**config.mk**
```make
export PLATFORM = sky130hd
export DESIGN_NAME = bin2bcd_converter_4
export DESIGN_NICKNAME = d
export VERILOG_FILES = /design/src/rtl/bcd_pkg.sv /design/src/rtl/bcd_add3_cell.sv /design/src/rtl/bin2bcd_converter_4.sv
export SDC_FILE = /design/constraint.sdc
export NUM_CORES = 1
export LEC_CHECK = 0
export ABC_AREA = 0
export CAP_MARGIN = 0
export CORE_ASPECT_RATIO = 0.6
export CORE_MARGIN = 2
export CORE_UTILIZATION = 55
export DETAILED_ROUTE_END_ITERATION = 16
export PLACE_DENSITY = 0.75
export SLEW_MARGIN = 20
export SYNTH_ARGS = -nofsm -noshare
export SYNTH_HDL_FRONTEND = slang
export SYNTH_SLANG_ARGS = --single-unit
export TNS_END_PERCENT = 100
```
**constraint.sdc**
```tcl
create_clock -name Clk -period 0.8 [get_ports Clk]
set_clock_uncertainty 0.15 [all_clocks]
set_input_delay 0.24 -clock Clk [delete_from_list [all_inputs] [get_ports Clk]]
set_output_delay 0.24 -clock Clk [all_outputs]
set_load 0.03 [all_outputs]
```
**src/rtl/bcd_pkg.sv**
```systemverilog
// Shared constants and types for the binary-to-BCD display path.
package bcd_pkg;
  localparam int BCD_DIGIT_W    = 4;
  localparam int NUM_BCD_DIGITS = 4;
  localparam int DEC_MOD        = 10000;

  typedef logic [BCD_DIGIT_W-1:0] bcd_digit_t;
endpackage

```
**src/rtl/bcd_add3_cell.sv**
```systemverilog
// Double-dabble correction cell: a BCD nibble of 5 or more gets +3 so the
// following left shift carries correctly into the next decimal digit.
module bcd_add3_cell
  import bcd_pkg::*;
(
  input  bcd_digit_t value,
  output bcd_digit_t adjusted
);

  assign adjusted = (value >= 4'd5) ? value + 4'd3 : value;

endmodule

```
**src/rtl/bin2bcd_converter_4.sv**
```systemverilog
// Binary to four-digit packed BCD for the 7-segment path: combinational
// shift-and-add-3 network, then one register stage with async clear.
module bin2bcd_converter_4
  import bcd_pkg::*;
#(
  parameter int INPUT_BIT_WIDTH = 16
) (
  input  logic                       Clk,
  input  logic                       nReset,
  input  logic [INPUT_BIT_WIDTH-1:0] Input,
  output logic [0:3]                 Digit0,
  output logic [0:3]                 Digit1,
  output logic [0:3]                 Digit2,
  output logic [0:3]                 Digit3
);

  localparam int BCD_W = NUM_BCD_DIGITS * BCD_DIGIT_W;

  logic [BCD_W-1:0] bcd [0:INPUT_BIT_WIDTH];
  logic [BCD_W-1:0] digits_q;

  assign bcd[0] = '0;

  for (genvar s = 0; s < INPUT_BIT_WIDTH; s++) begin : g_stage
    logic [BCD_W-1:0] adjusted;

    for (genvar d = 0; d < NUM_BCD_DIGITS; d++) begin : g_digit
      bcd_add3_cell u_cell (
        .value    (bcd[s][d*BCD_DIGIT_W +: BCD_DIGIT_W]),
        .adjusted (adjusted[d*BCD_DIGIT_W +: BCD_DIGIT_W])
      );
    end

    // Carry out of the thousands digit is worth 10000, so discarding it
    // each shift yields the value modulo 10000 directly.
    assign bcd[s+1] = BCD_W'({adjusted, Input[INPUT_BIT_WIDTH-1-s]});
  end

  always_ff @(posedge Clk or negedge nReset) begin
    if (!nReset) begin
      digits_q <= '0;
    end else begin
      digits_q <= bcd[INPUT_BIT_WIDTH];
    end
  end

  assign Digit0 = digits_q[3:0];
  assign Digit1 = digits_q[7:4];
  assign Digit2 = digits_q[11:8];
  assign Digit3 = digits_q[15:12];

endmodule

```
==> flow_summary.yaml, run 1 <==
logic_synthesis:
  yosysUniqueCellTypes: 129
  synthArstFlopShare: 1.00
  synth-seq-cells: 16
  syn_nets: 783
  synthCells: 734
  ys_warn_count: 0
  synth_edf_count: 0
  ys.flop_type: "dfrtp_1"
  synth_area_per_cell_um2: 7.49
  ys_seq_area_frac: 0.0728
  mappedNetlistArea_um2: 5500
clock_tree:
  cts_resized: 211
  cts_sinks: 16
  numCtsBuffers: 3
  postCtsHoldBufs: 0
  cts_root_buf: "clkbuf_16"
  cts_max_level: 1
  postCtsSetupRepairBufs: 71
  clk_path_buf_depth: 2
floorplanning:
  rows: 28
  io_pins: 34
  die_x_um: 133
  initial_utilization: 0.562
  die_h_um: 81.4
outcome:
  stop_stage: "4_1_cts"
  error_line: "[ERROR DPL-0038] Utilization greater than 100%, impossible to legalize"
  status: "aborted with a tool error"
placement:
  place_ws_ns: -10.06
  port_buffers: 33
  place.gp.congestion: 0.958
  place_area_um2: 8410
  dpl.hpwl_mm: 16.2
==> Yosys cell counts (all sizes together), types with 5 or more instances <==
library cell | number | share of area
a2111oi | 5 | 0.0093
o211a | 6 | 0.011
dfrtp | 16 | 0.073
o2111ai | 7 | 0.012
mux2 | 13 | 0.029
ha | 31 | 0.071
clkbuf | 19 | 0.013
or2 | 6 | 0.0073
a22oi | 8 | 0.012
nand3 | 22 | 0.023
inv | 49 | 0.033
a31o | 7 | 0.011
nand2b | 10 | 0.011
a211o | 5 | 0.0082
buf | 14 | 0.018
nor2 | 59 | 0.042
and3 | 6 | 0.0071
o21ai | 54 | 0.050
o21a | 6 | 0.0082
nand4 | 10 | 0.013
nand2 | 53 | 0.037
o22ai | 8 | 0.014
xor2 | 8 | 0.014
xnor2 | 19 | 0.036
a21oi | 62 | 0.067
o211ai | 16 | 0.028
and2 | 12 | 0.015
nor2b | 9 | 0.010
o31ai | 9 | 0.017
mux2i | 15 | 0.027
a21o | 10 | 0.015
nor3 | 28 | 0.030
o311ai | 5 | 0.011
a211oi | 23 | 0.037
a31oi | 12 | 0.019
or3 | 11 | 0.013
==> per-stage QoR <==
step / util / instances
after floorplan: - / 734
after global placement: 0.861 / 1168
after detailed placement: 0.861 / 1168
==> logic make-up after synthesis <==
logic type | count (synthesis) | share of synthesized area
buffers and inverters | 85 | 0.0678
flip-flops | 16 | 0.0728
AND/OR/NAND/NOR | 246 | 0.242
adder cells (fa/ha/maj) | 33 | 0.0744
AO/OA/AOI/OAI | 297 | 0.428
multiplexers | 28 | 0.0560
XOR/XNOR | 29 | 0.0587
==> run 2, diff against run 1 <==
--- a/config.mk
+++ b/config.mk
@@ -7,11 +7,10 @@
 export LEC_CHECK = 0
 export ABC_AREA = 0
 export CAP_MARGIN = 0
-export CORE_ASPECT_RATIO = 0.6
 export CORE_MARGIN = 2
-export CORE_UTILIZATION = 55
+export CORE_UTILIZATION = 40
 export DETAILED_ROUTE_END_ITERATION = 16
-export PLACE_DENSITY = 0.75
+export PLACE_DENSITY_LB_ADDON = 0.15
 export SLEW_MARGIN = 20
 export SYNTH_ARGS = -nofsm -noshare
 export SYNTH_HDL_FRONTEND = slang
==> run 2 against run 1 <==
- the flow now finishes, with violations (setup timing)
- synthesized area did not move
- synthesized cell count did not move
==> flow_summary.yaml, run 2 <==
outcome:
  status: "complete, but fails checks"
  violations: "setup timing"
floorplanning:
  rows: 42
  die_x_um: 121
  io_pins: 34
  initial_utilization: 0.412
  die-area_um2: 14700
  core_area_um2: 13300
  die_h_um: 121
run:
  maxCapViolations: 0
min_path:
  hp-class: "input pin to async pin"
logic_synthesis:
  netlist_top_cells_count: "55 x nor2_1, 51 x a21oi_1, 51 x nand2_1"
  synth-seq-cells: 16
  ys_seq_area_frac: 0.0728
  synth_top_cell_by_area: "dfrtp_1"
  mappedNetlistArea_um2: 5500
  synth_top_area_share: 0.0728
  ys.flop_type: "dfrtp_1"
  ys_top_cells_by_area: "dfrtp_1 7.3%, ha_1 7.1%, a21oi_1 4.6%"
  ys_warn_count: 0
  synth_edf_count: 0
  syn_nets: 783
  synth_area_per_cell_um2: 7.49
  yosysUniqueCellTypes: 129
  synthCells: 734
  synthArstFlopShare: 1.00
  synth.most_common_cell: "nor2_1"
route:
  wl_met1_mm: 7.89
  drc: 0
  wl_per_cell_um: 15.4
  vias_per_cell: 5.78
  postRouteAntennaNets: 0
  wl_met2_mm: 10.3
  dr_wl_met3_um: 653
  wl_mm: 19.5
  highest_layer: "met4"
  drtPass1Iterations: 5
  drtIter0Drc: 450
  vias: 7279
cells_and_area:
  insertedDiodeCount: 0
  largest-register: "digits_q"
  final_layout_size_suffix_gt1_frac: 0.593
  largestRegisters: "digits_q x16"
  final_common_cell: "buf_4"
  fin_cells: 1260
  area_growth_pct: 79.8
  final_cell_mix: "320 x buf_4, 46 x nand2_1, 43 x nor2_1"
  nets: 1134
  largest_reg_flops: 16
placement:
  dpl.hpwl_mm: 13.7
  dp.cells: 1197
  place.gp.congestion: 0.958
  port_buffers: 33
clock_tree:
  clk_path_buf_depth: 2
  cts_max_level: 1
  cts_sinks: 16
  cts_root_buf: "clkbuf_16"
  numCtsBuffers: 3
  cts_tree: "yes"
  clk_pin_slew_ns: 0.05
  postCtsHoldBufs: 0
setup_path:
  cp_slowest_stage_delay_ns: 0.44
  path_max_fanout: 5
  worst-endpoint-arrival_ns: 9.55
  crit_top_cell: "ha_4"
  start_kind: "input pin"
  cp.required_ns: 0.76
  crit_path_end_kind: "flip-flop"
  slowest_stage: "or4_4"
  path_class: "input pin to flip-flop"
timing:
  period_share: 12.0
  timing.hold.ws_ns: 0.198
  max_freq_mhz: 104
  slew_headroom: 0.612
  final.setup.tns_ns: -123.77
  finalMaxSlewViolations: 0
  rsz0062_at_grt: "true"
  hold_viol_final: 0
  min_period_ns: 9.58
  setup_viol: 31
  fin_ws_ns: -8.78
  worst_pin_slew_ns: 0.575
global_routing:
  antenna_found_initial: 0
  grt_first_pass_wirelength_mm: 28.9
  grt_use_total: 0.227
  grt_max_degree: 17
  grt_pass1_vias: 6888
  grt_overflow: 0
## run 2: area by class of cell
type | count | area [um2]
inverters | 52 | 228
multi-input cells | 633 | 5870
fillers | 943 | 3460
clock buffers | 4 | 78.8
flip-flops and latches | 16 | 418
well taps | 176 | 220
repair buffers | 379 | 3070
## run 2: cells by family after synthesis
family / Yosys count / synth area share
AO/OA/AOI/OAI: 297 / 0.428
AND/OR/NAND/NOR: 246 / 0.242
buffers and inverters: 85 / 0.0678
adder cells (fa/ha/maj): 33 / 0.0744
XOR/XNOR: 29 / 0.0587
multiplexers: 28 / 0.0560
flip-flops: 16 / 0.0728
## run 2: timing repair
action / in CTS / in global routing
pin swaps: 38 / 74
cloned: 0 / 1
resized for setup: 92 / 131
buffers inserted: 25 / 36
setup endpoints to repair: 31 / 31
## run 2: per-stage QoR
| stage | setup slack, ns | instance area (um2) | utilization |
|---|---|---|---|
| after floorplan | -9.22 | 5890 | - |
| after global placement | -9.41 | 8370 | 0.627 |
| after detailed placement | -9.80 | 8370 | 0.627 |
| after CTS | -8.71 | 8940 | 0.670 |
| after global routing | -9.21 | 9880 | 0.741 |
| final | -8.78 | 9880 | 0.741 |
## run 2: final timing paths
check,start,endpoint,slack [ns],cells past startpoint
max,Input[15],digits_q[13],-8.78,58
min,nReset,digits_q[7],0.20,2
max in group asynchronous,nReset,digits_q[9],0.17,2
min in group Clk,Input[0],digits_q[0],0.30,1
## run 2: per-layer routing
layer | up-vias | global-route usage
met3 | 65 | 0.0141
met4 | 0 | 0.0747
met2 | 216 | 0.442
met1 | 3461 | 0.261
li1 | 3537 | -
met5 | - | 0
## run 2: critical path, delay by kind of cell
| kind | cells | cell delay (ns) |
|---|---|---|
| AO/OA/AOI/OAI | 19 | 2.84 |
| XOR/XNOR | 6 | 1.23 |
| adder cells (fa/ha/maj) | 12 | 2.11 |
| buffers and inverters | 8 | 0.91 |
| multiplexers | 2 | 0.43 |
| AND/OR/NAND/NOR | 11 | 1.74 |
Power of run 2 is left out: the tool's default activity adds up to more than one toggle a clock period on the data nets, which glitch-free logic cannot reach.
==> run 3, diff against run 2 <==
--- a/config.mk
+++ b/config.mk
@@ -9,6 +9,7 @@
 export CAP_MARGIN = 0
 export CORE_MARGIN = 2
 export CORE_UTILIZATION = 40
+export CTS_BUF_LIST = sky130_fd_sc_hd__clkbuf_8
 export DETAILED_ROUTE_END_ITERATION = 16
 export PLACE_DENSITY_LB_ADDON = 0.15
 export SLEW_MARGIN = 20
==> run 3 against run 2 <==
- the run still ends with setup timing left
- via count increased by 0.36%
- wire length decreased by 0.66%
- count of clock-buffer cells in the layout decreased by 1
- cell area decreased by 0.38%
- setup slack improved by 0.017 ns
- cell count unchanged
- first-iteration DRC count decreased by 5.8%
- die area unchanged
- flip-flop and latch count unchanged
- critical path type unchanged
- critical endpoint unchanged
- highest routed layer unchanged
==> flow_summary.yaml, run 3 (synthesis gave the netlist of run 2 again) <==
timing:
  fin_ws_ns: -8.76
  worst_pin_slew_ns: 0.577
  final.setup.tns_ns: -123.73
  period_share: 12.0
  rsz0062_at_grt: "true"
  setup_viol: 31
  slew_headroom: 0.611
  finalMaxSlewViolations: 0
  max_freq_mhz: 105
  hold_viol_final: 0
  min_period_ns: 9.56
clock_tree:
  cts_sinks: 16
  cts_max_level: 1
  numCtsBuffers: 3
  cts_root_buf: "clkbuf_8"
  clk_pin_slew_ns: 0.06
  clk_path_buf_depth: 2
  cts_tree: "yes"
floorplanning:
  core_area_um2: 13300
  die_x_um: 121
  initial_utilization: 0.412
  io_pins: 34
  rows: 42
  die-area_um2: 14700
  die_h_um: 121
placement:
  place_ws_ns: -9.80
  place.gp.congestion: 0.958
  dpl.hpwl_mm: 13.7
  port_buffers: 33
  place_area_um2: 8370
  dp.cells: 1197
outcome:
  status: "complete, but fails checks"
  violations: "setup timing"
route:
  vias_per_cell: 5.80
  wl_met2_mm: 10.3
  vias: 7305
  wl_per_cell_um: 15.3
  highest_layer: "met4"
  postRouteAntennaNets: 0
  wl_mm: 19.3
  wl_met1_mm: 7.79
  dr_wl_met3_um: 714
  drc: 0
  drtIter0Drc: 424
  drtPass1Iterations: 5
cells_and_area:
  design_area_um2: 9850
  final_cell_mix: "320 x buf_4, 46 x nand2_1, 43 x nor2_1"
  nets: 1134
  largest-register: "digits_q"
  area_growth_pct: 79.1
  largestRegisters: "digits_q x16"
  final_common_cell: "buf_4"
  fillers: 950
  largest_reg_flops: 16
  insertedDiodeCount: 0
  final_layout_size_suffix_gt1_frac: 0.592
  fin_cells: 1260
global_routing:
  grt_first_pass_wirelength_mm: 28.8
  grt_pass1_vias: 6892
  grt_max_degree: 17
  antenna_found_initial: 0
  grt_overflow: 0
  grt_use_total: 0.227
setup_path:
  crit_family: "compound AO/OA/AOI/OAI gates"
  slowest_stage: "or4_4"
  start_kind: "input pin"
  cp_slowest_stage_delay_ns: 0.44
  critPathBufInv: 8
  path_max_fanout: 5
  path_class: "input pin to flip-flop"
  crit_path_end_kind: "flip-flop"
  worst-endpoint-arrival_ns: 9.54
  cp.required_ns: 0.78
  crit_top_cell: "ha_4"
min_path:
  hp-class: "input pin to async pin"
run:
  maxCapViolations: 0
## run 3: per-layer routing
metal  vias up  track usage
li1       3537            -
met1      3468        0.260
met2       239        0.441
met3        61       0.0141
met4         0       0.0726
met5         -            0
## run 3: stage by stage
| step | hold WS, ns | utilization |
|---|---|---|
| floorplan | -0.206 | - |
| global placement | 0.439 | 0.627 |
| detailed placement | 0.447 | 0.627 |
| CTS | 0.196 | 0.667 |
| global route | 0.196 | 0.738 |
| finish | 0.186 | 0.738 |
## run 3: worst max-delay path by stage
stage                         start            to  cells after the start
after floorplan           Input[13]  digits_q[13]                     64
after CTS                 Input[14]  digits_q[13]                     63
after global routing      Input[14]  digits_q[14]                     61
final                     Input[15]  digits_q[13]                     58
after detailed placement  Input[13]  digits_q[13]                     64
after global placement    Input[13]  digits_q[13]                     64
## run 3: layout make-up
cell class	instances	area, um2	share of cell area
clock buffer	3	41.3	0.00419
clock inverter	1	3.75	0.000381
inverter	52	228	0.0231
multi-input combinational	633	5860	0.596
sequential	16	418	0.0424
tap	176	220	0.0224
timing repair buffer	379	3070	0.312
## run 3: repair_timing
| action | 4_1_cts | 5_1_grt |
|---|---|---|
| cloned | 0 | 1 |
| hold buffers | 0 | 0 |
| pin swaps | 38 | 74 |
| gates resized for setup | 92 | 130 |
| setup buffers | 25 | 36 |
| setup endpoints to repair | 31 | 31 |
Power of run 3 is left out for the same reason.
==> run 4, diff against run 3 <==
--- a/config.mk
+++ b/config.mk
@@ -6,7 +6,6 @@
 export NUM_CORES = 1
 export LEC_CHECK = 0
 export ABC_AREA = 0
-export CAP_MARGIN = 0
 export CORE_MARGIN = 2
 export CORE_UTILIZATION = 40
 export CTS_BUF_LIST = sky130_fd_sc_hd__clkbuf_8
@@ -15,5 +14,6 @@
 export SLEW_MARGIN = 20
 export SYNTH_ARGS = -nofsm -noshare
 export SYNTH_HDL_FRONTEND = slang
+export SYNTH_HIERARCHICAL = 1
 export SYNTH_SLANG_ARGS = --single-unit
 export TNS_END_PERCENT = 100
==> run 4 against run 3 <==
- the flow still finishes with violations (setup timing)
- count of clock-buffer cells in the layout increased by 1
- critical path depth is 12 higher
- core utilization shrank 1.5 points
- largest cell class unchanged
- global-route usage decreased by 6.6 points
- synthesized cell count is 33% higher
- flip-flop and latch count is the same
- setup slack improved by 0.048 ns
- first-iteration DRC count decreased by 75%
- cell area is 17% higher
- sequential share of layout area fell by 0.61 points
- maximum frequency up 0.51%
==> flow_summary.yaml, run 4 <==
route:
  drtPass1Iterations: 6
  drtIter0Drc: 108
  vias: 7006
  vias_per_cell: 4.39
  drc: 0
  postRouteAntennaNets: 0
  wl_mm: 14.8
  wl_per_cell_um: 9.29
logic_synthesis:
  mappedNetlistArea_um2: 6570
  synthCells: 977
  ys_warn_count: 6
  synth_area_per_cell_um2: 6.72
timing:
  hold_viol_final: 0
  finalMaxSlewViolations: 0
  setup_viol: 31
  timing.hold.ws_ns: 0.177
  max_freq_mhz: 105
  min_period_ns: 9.52
  rsz0062_at_grt: "true"
  fin_ws_ns: -8.72
  period_share: 11.9
cells_and_area:
  insertedDiodeCount: 0
  nets: 1528
  area_growth_pct: 75.3
  largest_reg_flops: 16
  multiInputGateArea_um2: 7460
  final_layout_size_suffix_gt1_frac: 0.463
  largestRegisters: "digits_q x16"
  largest-register: "digits_q"
  final_common_cell: "buf_4"
  design_area_um2: 11500
  final_cell_mix: "293 x buf_4, 240 x nand2_1, 92 x inv_1"
  fillers: 1204
  seq_area_um2: 419
global_routing:
  grt_pass1_vias: 6619
  grt_overflow: 0
  grt_first_pass_wirelength_mm: 25.6
  grt_use_total: 0.161
  grt_max_degree: 17
  antenna_found_initial: 0
floorplanning:
  rows: 46
  io_pins: 34
  die-area_um2: 17500
  initial_utilization: 0.412
  core_area_um2: 15900
  die_h_um: 132
  die_x_um: 132
setup_path:
  cp.required_ns: 0.82
  path_max_fanout: 4
  cp_slowest_stage_delay_ns: 0.22
  start_kind: "input pin"
  crit_top_cell: "nand2b_4"
  path_class: "input pin to flip-flop"
  slowest_stage: "xnor2_2"
  crit_path_start: "Input[14]"
  crit_path_end_kind: "flip-flop"
  worst-endpoint-arrival_ns: 9.54
min_path:
  hp-class: "input pin to async pin"
placement:
  port_buffers: 33
  place_ws_ns: -9.94
  place.gp.congestion: 0.742
  dpl.hpwl_mm: 10.4
  place_area_um2: 9630
outcome:
  violations: "setup timing"
  status: "complete, but fails checks"
clock_tree:
  cts_sinks: 16
  numCtsBuffers: 3
  clk_pin_slew_ns: 0.06
  cts_max_level: 1
  clk_path_buf_depth: 2
  cts_tree: "yes"
  cts_root_buf: "clkbuf_8"
run:
  maxCapViolations: 0
-- run 4: what timing repair did --
action,in CTS,in global routing
resized for setup,154,64
hold buffers,0,0
buffers inserted,96,27
setup endpoints to repair,31,31
pin swaps,96,73
-- run 4: path summary, 6_finish.rpt --
check / endpoint / depth (start not counted)
setup / recovery: digits_q[5] / 70
hold / removal: digits_q[15] / 2
max in group asynchronous: digits_q[11] / 2
min in group Clk: digits_q[0] / 1
-- run 4: metal layers --
metal	vias to the layer above	global-route usage	share of wire	routed length, um
met3	4	0.00538	0.0096	142
met5	-	0	0	0
met2	36	0.325	0.56	8270
met1	3080	0.190	0.43	6370
met4	0	0.0199	0.0036	53
li1	3886	-	-	-
-- run 4: final cells by class --
cell class	instances	area share
clock buffer	4	0.00478
inverter	128	0.0417
multi-input combinational	883	0.647
sequential	16	0.0364
tap	216	0.0235
timing repair buffer	350	0.246
-- run 4: worst max-delay path: cells and delay by family --
family	cells	cell delay [ns]
adders and majority gates	12	1.89
muxes	1	0.18
buffers and inverters	19	1.90
and+or+nand+nor	13	1.63
AOI/OAI and AO/OA	13	1.92
xor gates and xnor gates	12	1.75
-- run 4: stage by stage --
| stage | util | cells | TNS [ns] |
|---|---|---|---|
| 2_1_floorplan | - | 1027 | -129.38 |
| 3_3_place_gp | 0.604 | 1475 | -146.62 |
| 3_5_place_dp | 0.604 | 1475 | -149.91 |
| 4_1_cts | 0.692 | 1573 | -134.17 |
| 5_1_grt | 0.723 | 1597 | -143.63 |
| 6_report | 0.723 | 1597 | -134.77 |
Power of run 4 is left out for the same reason.
==> variant 1: new RTL, flow settings as in run 2 <==
Register the output `Digit1`, with the module's reset; this adds one clock of latency there. The other outputs are not delayed to match.
--- a/src/rtl/bin2bcd_converter_4.sv
+++ b/src/rtl/bin2bcd_converter_4.sv
@@ -45,7 +45,13 @@
   end
 
   assign Digit0 = digits_q[3:0];
-  assign Digit1 = digits_q[7:4];
+  always_ff @(posedge Clk or negedge nReset) begin
+    if (!nReset) begin
+      Digit1 <= '0;
+    end else begin
+      Digit1 <= digits_q[7:4];
+    end
+  end
   assign Digit2 = digits_q[11:8];
   assign Digit3 = digits_q[15:12];
 
Function: changed (Yosys sat finds a counterexample within 4 cycles, from zero or initial values and one cycle with nReset low).
==> variant 1 against run 2 <==
The flow still finishes with violations (setup timing); sequential cell count increased by 4; critical path type unchanged; wire length increased by 13%; design area increased by 7.2%; area after synthesis increased by 9.9%; setup slack improved by 0.35 ns; maximum frequency increased by 3.8%.
Power is not shown: default switching activity piles up to over one toggle a cycle in this logic, so the estimate is an artifact.
==> variant 1: results <==
export IMPL_final_layout_size_suffix_gt1_share_pct=53.0
export IMPL_cp_arrival_ns=9.22
export IMPL_crit_fanout=4
export IMPL_nFillCells=1140
export IMPL_grt_max_degree=21
export IMPL_num_vias=8242
export IMPL_yosys_top_cells_area="dfrtp_1 (8.3%), ha_1 (5.8%), a21oi_1 (4.7%), nor2_1 (4.0%), o21ai_0 (3.6%)"
export IMPL_synth_common_cells="nor2_1 (65), a21oi_1 (57), nand2_1 (56)"
export IMPL_pre_cts_slack_ns=-9.37
export IMPL_postRouteWirelength_mm=22.0
export IMPL_fin_nets=1271
export IMPL_setup_ws_ns=-8.43
export IMPL_top_regs="digits_q: 16 flops, Digit1: 4 flops"
export IMPL_grt_pass1_vias=7953
export IMPL_grt_pass1_wl_mm=36.2
export IMPL_gp_congestion=0.890
export IMPL_violations="setup timing"
export IMPL_synth_cell_types=113
export IMPL_outcome="complete, but fails checks"
export IMPL_grt_use_total_pct=25.6
export IMPL_worst_pin_slew_ns=0.475
export IMPL_setup_viol_count_final=31
export IMPL_hold_class="input pin to async pin"
export IMPL_syn_num_nets=860
export IMPL_synth_seq_area_share_pct=8.29
export IMPL_dp_final_hpwl_mm=15.7
-- variant 1: cell types whose count changed in the layout (fill, tap and decap cells not counted), moves of 9 or more --
cell | before | now
buf_4 | 320 | 387
nor2_1 | 43 | 59
dfrtp_1 | 2 | 16
o211ai_1 | 11 | 23
dfrtp_2 | 14 | 4
a21o_1 | 8 | 17
a21oi_1 | 38 | 47
nand3_1 | 18 | 27
-- variant 1: layout make-up --
class | count | area, um^2 | share of cell area, %
clock inverter | 1 | 30.0 | 0.283
multi-input combinational | 699 | 5950 | 56.1
timing repair buffer | 448 | 3590 | 33.9
tap | 184 | 230 | 2.17
inverter | 53 | 214 | 2.02
clock buffer | 3 | 75.1 | 0.709
sequential | 20 | 505 | 4.77
-- variant 1: kinds of logic (layout without fill, tap and decap cells) --
| logic type | after synthesis | in the layout | synth area share [%] |
|---|---|---|---|
| flip-flops | 20 | 20 | 8.29 |
| multiplexers | 35 | 35 | 6.61 |
| buffers and inverters | 95 | 505 | 7.19 |
| AO/OA/AOI/OAI | 349 | 349 | 44.7 |
| adder cells (fa/ha/maj) | 30 | 30 | 6.13 |
| AND/OR/NAND/NOR | 265 | 265 | 23.1 |
| XOR/XNOR | 20 | 20 | 3.92 |
-- variant 1: per-layer routing --
layer,up-vias,track usage [%],routed length (um)
li1,4007,-,-
met1,3962,32.7,9670
met2,230,47.9,11200
met3,43,1.56,678
met4,0,4.72,372
met5,-,0,0
-- variant 1: worst max path at each step --
stage	start	end	slack [ns]	cells past startpoint
floorplan	Input[14]	digits_q[13]	-9.05	56
global placement	Input[14]	digits_q[13]	-8.91	54
detailed placement	Input[14]	digits_q[13]	-9.37	54
CTS	Input[14]	digits_q[13]	-8.15	54
global route	Input[14]	digits_q[13]	-8.77	55
finish	Input[14]	digits_q[13]	-8.43	55
-- variant 1: stage by stage --
| step | hold slack [ns] | util (%) | instances | instance area (um^2) | TNS, ns |
|---|---|---|---|---|---|
| global route | 0.189 | 72.4 | 1408 | 10600 | -122.22 |
| detailed placement | 0.185 | 62.7 | 1330 | 9180 | -128.41 |
| global placement | 0.183 | 62.7 | 1330 | 9180 | -123.92 |
| finish | 0.175 | 72.4 | 1408 | 10600 | -117.09 |
| floorplan | -0.206 | - | 814 | 6400 | -117.14 |
| CTS | 0.182 | 68.7 | 1378 | 10100 | -114.12 |
-- variant 1: repair_timing --
item,4_1_cts,5_1_grt
buffers inserted,46,34
pin swaps,56,54
endpoints found under the setup margin,31,31
gates resized for setup,112,76
-- variant 1: worst max-delay path, delay by kind of cell --
family | cells | cell delay, ns
buffers and inverters | 26 | 3.14
AND/OR/NAND/NOR | 4 | 0.76
XOR/XNOR | 3 | 0.64
AO/OA/AOI/OAI | 15 | 3.06
adder cells (fa/ha/maj) | 6 | 1.04
multiplexers | 1 | 0.34
==> variant 2: new RTL, flow settings as in run 2 <==
Made on the original files. Set the package constant `NUM_BCD_DIGITS` to 8 (it was 4).
--- a/src/rtl/bcd_pkg.sv
+++ b/src/rtl/bcd_pkg.sv
@@ -1,7 +1,7 @@
 // Shared constants and types for the binary-to-BCD display path.
 package bcd_pkg;
   localparam int BCD_DIGIT_W    = 4;
-  localparam int NUM_BCD_DIGITS = 4;
+  localparam int NUM_BCD_DIGITS = 8;
   localparam int DEC_MOD        = 10000;
 
   typedef logic [BCD_DIGIT_W-1:0] bcd_digit_t;
Formal check against the unedited RTL: same outputs for any inputs over 10 cycles, from zero or initial values and one cycle with nReset low; that may be too few to reach the edited logic, so the function may still have changed.
==> variant 2 against run 2 <==
Design area up 4.6%; highest routed layer unchanged; the flow still finishes with violations (setup timing); die area down 2.5%; synthesized cell count up 2.5%; wire length up 12%; critical path type unchanged; critical endpoint is now digits_q[14]; sequential cell count unchanged; setup slack worse by 0.50 ns; area after synthesis down 2.6%.
Power is left out: the tool's default activity adds up to more than one toggle a clock period on the data nets, which glitch-free logic cannot reach.
==> variant 2: results <==
export IMPL_outcome="complete, but fails checks"
export IMPL_violations="setup timing"
export IMPL_h_tree_depth=1
export IMPL_cp_arrival_ns=10.10
export IMPL_wl_per_cell_um=16.2
export IMPL_place_inst=1252
export IMPL_fin_nets=1218
export IMPL_dpl_instance_area_mm2=0.00856
export IMPL_worst_pin_slew_ns=0.541
export IMPL_n_antenna_cell=0
export IMPL_final_layout_size_suffix_gt1_share_pct=57.7
export IMPL_grt_max_degree=19
export IMPL_hold_slack_ns=0.190
export IMPL_cpMaxStageDelayCell="or3_4"
export IMPL_drt_iter0_drc=498
export IMPL_grt_pass1_vias=7620
export IMPL_post_cts_setup_buffers=53
export IMPL_gp_congestion=0.882
export IMPL_dp_final_hpwl_mm=14.4
export IMPL_syn_num_nets=802
export IMPL_pre_cts_slack_ns=-10.04
export IMPL_slowest_delay_ns=0.35
export IMPL_grt_use_total_pct=26.7
export IMPL_setup_viol_count_final=31
export IMPL_cts_root_buffer="clkbuf_16"
export IMPL_setup_ws_ns=-9.28
export IMPL_syn_avg_cell_area_um2=7.12
export IMPL_synth_common_cells="nor2_1 (57), nand2_1 (56), a21oi_1 (49)"
export IMPL_ctsHoldBuffers=0
export IMPL_synth_seq_area_share_pct=7.48
export IMPL_grt_pass1_wl_mm=32.9
export IMPL_crit_fanout=4
export IMPL_setup_worst_path_start="Input[13]"
export IMPL_top_regs="digits_q: 16 flops"
export IMPL_nFillCells=833
export IMPL_cts_resized=142
export IMPL_yosysWarnings=0
export IMPL_synth_cell_types=97
export IMPL_stdcell_count=1343
export IMPL_vias_per_cell=5.86
export IMPL_yosys_top_cells_area="dfrtp_1 (7.5%), ha_1 (7.5%), a21oi_1 (4.6%), o21ai_0 (4.5%), nor2_1 (4.0%)"
[variant 2: cell types whose count changed after synthesis, moves of 6 or more]
| cell | delta |
|---|---|
| o221ai_1 | +8 |
| nand3_1 | +8 |
| o21ai_0 | +10 |
| mux2i_1 | +6 |
| a21oi_2 | -9 |
| nor3_1 | +6 |
| clkbuf_1 | +6 |
[variant 2: worst max-delay path, delay by kind of cell]
family | cells | cell delay, ns
simple gates | 14 | 2.12
compound gates | 20 | 4.16
fa+ha+maj | 10 | 1.74
buf+inv | 12 | 1.13
mux | 1 | 0.26
xor+xnor | 3 | 0.44
[variant 2: layout make-up]
type,count,area share [%]
Multi-Input combinational cell,652,56.2
Timing Repair Buffer,443,34.7
Sequential cell,16,4.05
Tap cell,176,2.13
Inverter,52,2.06
Clock buffer,4,0.859
[variant 2: stage by stage]
step	setup TNS, ns	utilization, %
floorplan	-129.89	-
global placement	-135.79	65.2
detailed placement	-139.28	65.2
CTS	-126.05	73.1
global route	-138.69	78.7
finish	-131.10	78.7
[variant 2: cells by family after synthesis]
kind of cell    Yosys count  share of synthesized area, %
flops                    16                          7.48
fa+ha+maj                32                          7.48
xor+xnor                 24                          4.35
mux                      31                          6.03
compound gates          306                          43.7
buf+inv                  84                          6.26
simple gates            259                          24.7
[variant 2: layer usage]
| layer | vias to the layer above | global-route usage (%) | share of wire, % |
|---|---|---|---|
| met5 | - | 0 | 0 |
| met4 | 0 | 10.3 | 4.1 |
| met3 | 89 | 1.62 | 4.2 |
| met2 | 294 | 52.5 | 54 |
| met1 | 3714 | 29.5 | 38 |
| li1 | 3770 | - | - |
[variant 2: final timing paths]
kind | end | depth (start not counted)
worst min-delay path | digits_q[14] | 2
max in group asynchronous | digits_q[2] | 2
worst max-delay path | digits_q[14] | 60
min in group Clk | digits_q[0] | 1
